### src/rtl/onehot_encoder_stream_if.sv
// Stream bundle for the one-hot encoder: a code channel in and an index/error channel out.
// The slave modport is the encoder's view; the master modport is the producer/consumer side.
interface onehot_encoder_stream_if #(
  parameter int N = 4,
  parameter int W = $clog2(N)
);
  logic         in_valid;
  logic         in_ready;
  logic [N-1:0] in_code;
  logic         out_valid;
  logic         out_ready;
  logic [W-1:0] out_index;
  logic         out_err;

  modport master (
    output in_valid, in_code, out_ready,
    input  in_ready, out_valid, out_index, out_err
  );

  modport slave (
    input  in_valid, in_code, out_ready,
    output in_ready, out_valid, out_index, out_err
  );
endinterface

### src/rtl/onehot_encoder_stream.sv
// Streaming one-hot to binary encoder with one registered output stage,
// illegal-code flagging and saturating transfer/error counters.
module onehot_encoder_stream #(
  parameter int N     = 4,
  parameter int W     = $clog2(N),
  parameter int CNT_W = 8
) (
  input  logic                  clk,
  input  logic                  rst,
  onehot_encoder_stream_if.slave s,
  input  logic                  clear_cnt,
  output logic [CNT_W-1:0]      err_count,
  output logic [CNT_W-1:0]      xfer_count
);

  if (N < 2 || N > 32) begin : g_bad_n
    $error("onehot_encoder_stream: N must be in 2..32");
  end

  localparam logic [N-1:0] ONE_N = {{(N-1){1'b0}}, 1'b1};

  logic             out_valid_q, out_valid_d;
  logic [W-1:0]     out_index_q, out_index_d;
  logic             out_err_q,   out_err_d;
  logic [CNT_W-1:0] err_count_q, err_count_d;
  logic [CNT_W-1:0] xfer_count_q, xfer_count_d;

  logic             accept;
  logic             transfer;
  logic [W-1:0]     enc_idx;
  logic             enc_err;
  logic [CNT_W-1:0] err_base;
  logic [CNT_W-1:0] xfer_base;

  function automatic logic [CNT_W-1:0] sat_inc(input logic [CNT_W-1:0] v);
    return (v == {CNT_W{1'b1}}) ? v : v + {{(CNT_W-1){1'b0}}, 1'b1};
  endfunction

  assign s.in_ready = !out_valid_q || s.out_ready;
  assign accept     = s.in_valid && s.in_ready;
  assign transfer   = out_valid_q && s.out_ready;

  // Scanning from the top down leaves the lowest set bit as the final winner.
  always_comb begin
    // NOTE: every variable gets a default before any conditional write, so no latch is inferred.
    enc_idx = '0;
    for (int i = N - 1; i >= 0; i--) begin
      if (s.in_code[i]) enc_idx = W'(i);
    end
    enc_err = (s.in_code == '0) || ((s.in_code & (s.in_code - ONE_N)) != '0);
  end

  // The old result may leave in the same cycle a new one is loaded.
  always_comb begin
    out_valid_d = out_valid_q;
    out_index_d = out_index_q;
    out_err_d   = out_err_q;
    if (accept) begin
      out_valid_d = 1'b1;
      out_index_d = enc_idx;
      out_err_d   = enc_err;
    end else if (transfer) begin
      out_valid_d = 1'b0;
    end
  end

  // Clear takes effect first, so an accept in the same cycle counts from zero.
  always_comb begin
    xfer_base    = clear_cnt ? '0 : xfer_count_q;
    err_base     = clear_cnt ? '0 : err_count_q;
    xfer_count_d = accept ? sat_inc(xfer_base) : xfer_base;
    err_count_d  = (accept && enc_err) ? sat_inc(err_base) : err_base;
  end

  always_ff @(posedge clk or posedge rst) begin
    if (rst) begin
      out_valid_q  <= 1'b0;
      out_index_q  <= '0;
      out_err_q    <= 1'b0;
      err_count_q  <= '0;
      xfer_count_q <= '0;
    end else begin
      // NOTE: non-blocking assignments keep every flop sampling pre-edge values.
      out_valid_q  <= out_valid_d;
      out_index_q  <= out_index_d;
      out_err_q    <= out_err_d;
      err_count_q  <= err_count_d;
      xfer_count_q <= xfer_count_d;
    end
  end

  assign s.out_valid = out_valid_q;
  assign s.out_index = out_index_q;
  assign s.out_err   = out_err_q;
  assign err_count   = err_count_q;
  assign xfer_count  = xfer_count_q;

endmodule

### src/flat_wrapper.sv
// flat-port wrapper written by rule: the top's interface ports become plain ports
module onehot_encoder_stream_flat 
#(
  parameter int N     = 4,
  parameter int W     = $clog2(N),
  parameter int CNT_W = 8
)
  (clk, rst, clear_cnt, err_count, xfer_count, s_in_valid, s_in_code, s_out_ready, s_in_ready, s_out_valid, s_out_index, s_out_err);
  onehot_encoder_stream_if #(.N(N), .W(W)) s_i ();
  input  logic clk;
  input  logic rst;
  input  logic clear_cnt;
  output logic [CNT_W-1:0] err_count;
  output logic [CNT_W-1:0] xfer_count;
  input wire logic [$bits(s_i.in_valid)-1:0] s_in_valid;
  input wire logic [$bits(s_i.in_code)-1:0] s_in_code;
  input wire logic [$bits(s_i.out_ready)-1:0] s_out_ready;
  output wire logic [$bits(s_i.in_ready)-1:0] s_in_ready;
  output wire logic [$bits(s_i.out_valid)-1:0] s_out_valid;
  output wire logic [$bits(s_i.out_index)-1:0] s_out_index;
  output wire logic [$bits(s_i.out_err)-1:0] s_out_err;
  assign s_i.in_valid = s_in_valid;
  assign s_i.in_code = s_in_code;
  assign s_i.out_ready = s_out_ready;
  assign s_in_ready = s_i.in_ready;
  assign s_out_valid = s_i.out_valid;
  assign s_out_index = s_i.out_index;
  assign s_out_err = s_i.out_err;
  onehot_encoder_stream #(.N(N), .W(W), .CNT_W(CNT_W)) u_core (.clk(clk), .rst(rst), .s(s_i), .clear_cnt(clear_cnt), .err_count(err_count), .xfer_count(xfer_count));
endmodule
### config.mk
export PLATFORM = sky130hd
export DESIGN_NAME = onehot_encoder_stream_flat
export DESIGN_NICKNAME = d
export VERILOG_FILES = /design/src/rtl/onehot_encoder_stream_if.sv /design/src/rtl/onehot_encoder_stream.sv /design/src/flat_wrapper.sv
export SDC_FILE = /design/constraint.sdc
export NUM_CORES = 1
export LEC_CHECK = 0
export BUFFER_PORTS_ARGS = -buffer_cell sky130_fd_sc_hd__clkbuf_2
export CAP_MARGIN = 20
export CORE_MARGIN = 1.5
export CORE_UTILIZATION = 55
export CTS_CLUSTER_DIAMETER = 40
export CTS_CLUSTER_SIZE = 30
export DETAILED_ROUTE_END_ITERATION = 12
export PLACE_DENSITY = 0.82
export SYNTH_ARGS = -nofsm -noshare
export SYNTH_HDL_FRONTEND = slang
export SYNTH_SLANG_ARGS = --single-unit
### constraint.sdc
create_clock -name clk -period 4.3 [get_ports clk]
set_input_delay 0.215 -clock clk [delete_from_list [all_inputs] [get_ports clk]]
set_output_delay 0.215 -clock clk [all_outputs]
set_load 0.01 [all_outputs]
==> flow_metrics.tcl <==
set metrics [dict create \
    clockRootBuffer "clkbuf_4" \
    io_buffers 29 \
    initial_utilization_pct 60.2 \
    wl_per_cell_um 14.2 \
    insertion_delay_ps 310 \
    cts_buffer_depth 2 \
    final.setup.tns_ps 0 \
    critPathArrivalTime_ps 2260 \
    fin_skew_ps 7.12 \
    routed_wl_um 2510 \
    power_density_nw_per_um2 268 \
    tightest_slew_ps 739 \
    grt_use_total_pct 22.5 \
    syn-num-nets 132 \
    die_x_um 50.3 \
    maxCapViolations 0 \
    row_count 16 \
    cp.required_ps 4510 \
    final.fill_count 166 \
    crit_type "reg2reg" \
    pre_cts_ws_ps 2130 \
    fin_crit_ps 2050 \
    end_kind "flip-flop" \
    synth.cell_area_sq_um 1230 \
    intPower_mw 0.275 \
    start_kind "flip-flop" \
    post_cts_buffers 0 \
    pwr-share-seq_pct 53.5 \
    worstHoldPathType "in2async" \
    overflow 0 \
    status "complete, but fails checks" \
    p_clk_share_pct 29.5 \
    crit_path_max_fanout 3 \
    ioPinCount 30 \
    max_freq_ghz 0.488 \
    post-route-drc-count 0 \
    hold_buffers 0 \
    ys_warn_count 0 \
    antenna_found_initial 0 \
    area_delta_synth_final_pct 16.0 \
    die_h_um 50.3 \
    diodes 0 \
    synth_top_area_cell "dfrtp_1" \
    final_max_slew_viol_count 0 \
    rsz0062_at_grt "false" \
    die_area_sq_um 2530 \
    layout_common_cells "clkbuf_2, dfrtp_1, nand2_1, nor2b_1, inv_1" \
    drt_iter0_markers 23 \
    whs_ps -11.5 \
    viasPerCell 5.85 \
    cts.repair.resized 0 \
    finalHoldViolations 20 \
    violations "hold timing" \
    synth_edf_count 0 \
    layout_commonest_cell "clkbuf_2" \
    num-nets-final 162 \
    yosysTopAreaCellShare_pct 40.7 \
    clkTransAtPathRegs_ps 120 \
    switching_share_pct 28.1 \
    drt.antenna.violating_nets 0 \
    timing.slew.headroom_pct 50.7 \
    post-route-period-util_pct 47.7 \
    power_mw 0.383 \
    grt_max_degree 22 \
    combinationalPowerShare_pct 17.0 \
    layout-drive-gt1-share_pct 30.7 \
    seq_area_frac_synth_pct 40.7 \
    globalplace.congestion 0.856 \
    finalSetupViolCount 0 \
    async_flop_share_pct 100 \
    vias 1035 \
    postSynthCellCount 121 \
    synthDistinctLibCells 45 \
    synth_flop_cell "dfrtp_1" \
    synth-seq-cells 20 \
    cts_made_buffers 3 \
    grt_pass1_vias 974 \
    core_area_sq_um 2040 \
    avgSynthCellArea_sq_um 10.2 \
    hpwlAfterDp_um 1900 \
    utilization_pct 69.9 \
    switchingPower_mw 0.108 \
    finalWorstSetupSlack_ps 2250 \
    clock_sinks 20 \
    leakage_nw 0.676 \
    ir_worst_vdd_uv 224 \
    grt_pass1_wl_um 4330 \
    first_pass_iters 4 \
    synth.area.top_cells "dfrtp_1, nor2b_1, xnor2_1" \
    tritoncts "built" \
    cts_max_level 1 \
]
Yosys cell counts (2+ instances only):
library cell,number
dfrtp_1,20
nand4_1,6
buf_2,3
a311oi_1,2
nor2_1,5
xnor2_1,5
nand2b_1,5
ha_1,2
mux2_2,2
xor2_1,2
nor2b_1,8
nor3_1,3
and3_1,4
nand2_1,9
nor4b_2,2
nand3_1,2
a21oi_1,2
a31oi_1,5
inv_1,8
cell families after synthesis:
kind of cell / synth area share, %
flip-flops: 40.7
XOR/XNOR: 4.98
multiplexers: 3.05
AO/OA/AOI/OAI: 11.6
AND/OR/NAND/NOR: 33.7
buffers and inverters: 3.97
adder cells (fa/ha/maj): 2.03
final timing paths:
check | startpoint | end | slack (ps) | cells past startpoint
setup / recovery | u_core.xfer_count[0] | u_core.xfer_count[1] | 2250 | 6
hold / removal | rst | u_core.xfer_count[5] | -10 | 2
setup reg to reg | u_core.xfer_count[0] | u_core.xfer_count[1] | 2250 | 6
hold reg to reg | u_core.s.out_index[1] | u_core.s.out_index[1] | 490 | 2
max in group asynchronous | rst | u_core.err_count[1] | 3850 | 2
min in group clk | s_in_code[1] | u_core.s.out_index[1] | 130 | 2
power by group through the flow:
stage	clock [mW]	combinational, mW	sequential (mW)
3_5_place_dp	0	0.0651	0.208
6_report	0.113	0.0650	0.205
3_3_place_gp	0	0.0635	0.208
4_1_cts	0.114	0.0656	0.205
2_1_floorplan	0	0.0378	0.212
5_1_grt	0.122	0.0726	0.206
worst max-delay path, stage by stage (launching register included):
cell and delay [ps]:
dfrtp_1 380, nor2b_1 250, ha_1 210, and4b_1 230, or3b_1 420, nand3_2 120, mux2_2 340
flip-flops by register name, summed over array words and instances (netlist names):
| name | count |
|---|---|
| u_core.err_count | 8 |
| u_core.s.out_index | 2 |
| u_core.xfer_count | 8 |
| u_core.s.out_err | 1 |
| u_core.s.out_valid | 1 |
layout make-up:
cell class	count	area, sq um	area share [%]
Clock buffer	4	36.3	2.54
Multi-Input combinational cell	89	681	47.7
Inverter	8	30.0	2.11
Tap cell	27	33.8	2.37
Sequential cell	20	500	35.1
Timing Repair Buffer	29	145	10.2
routing by layer:
layer	up-vias	global-route usage (%)	share of wire [%]	routed length [um]
met5	-	0	0	0
met3	5	3.87	4.6	116
met4	0	9.46	1.7	42
met2	39	34.0	46	1150
li1	504	-	-	-
met1	487	31.8	48	1200
stage by stage:
step / instances / instance area [sq um]
3_5_place_dp: 173 / 1390
6_report: 177 / 1430
2_1_floorplan: 121 / 1230
5_1_grt: 177 / 1430
3_3_place_gp: 173 / 1390
4_1_cts: 177 / 1430
Power figures use the tool's default switching activity.
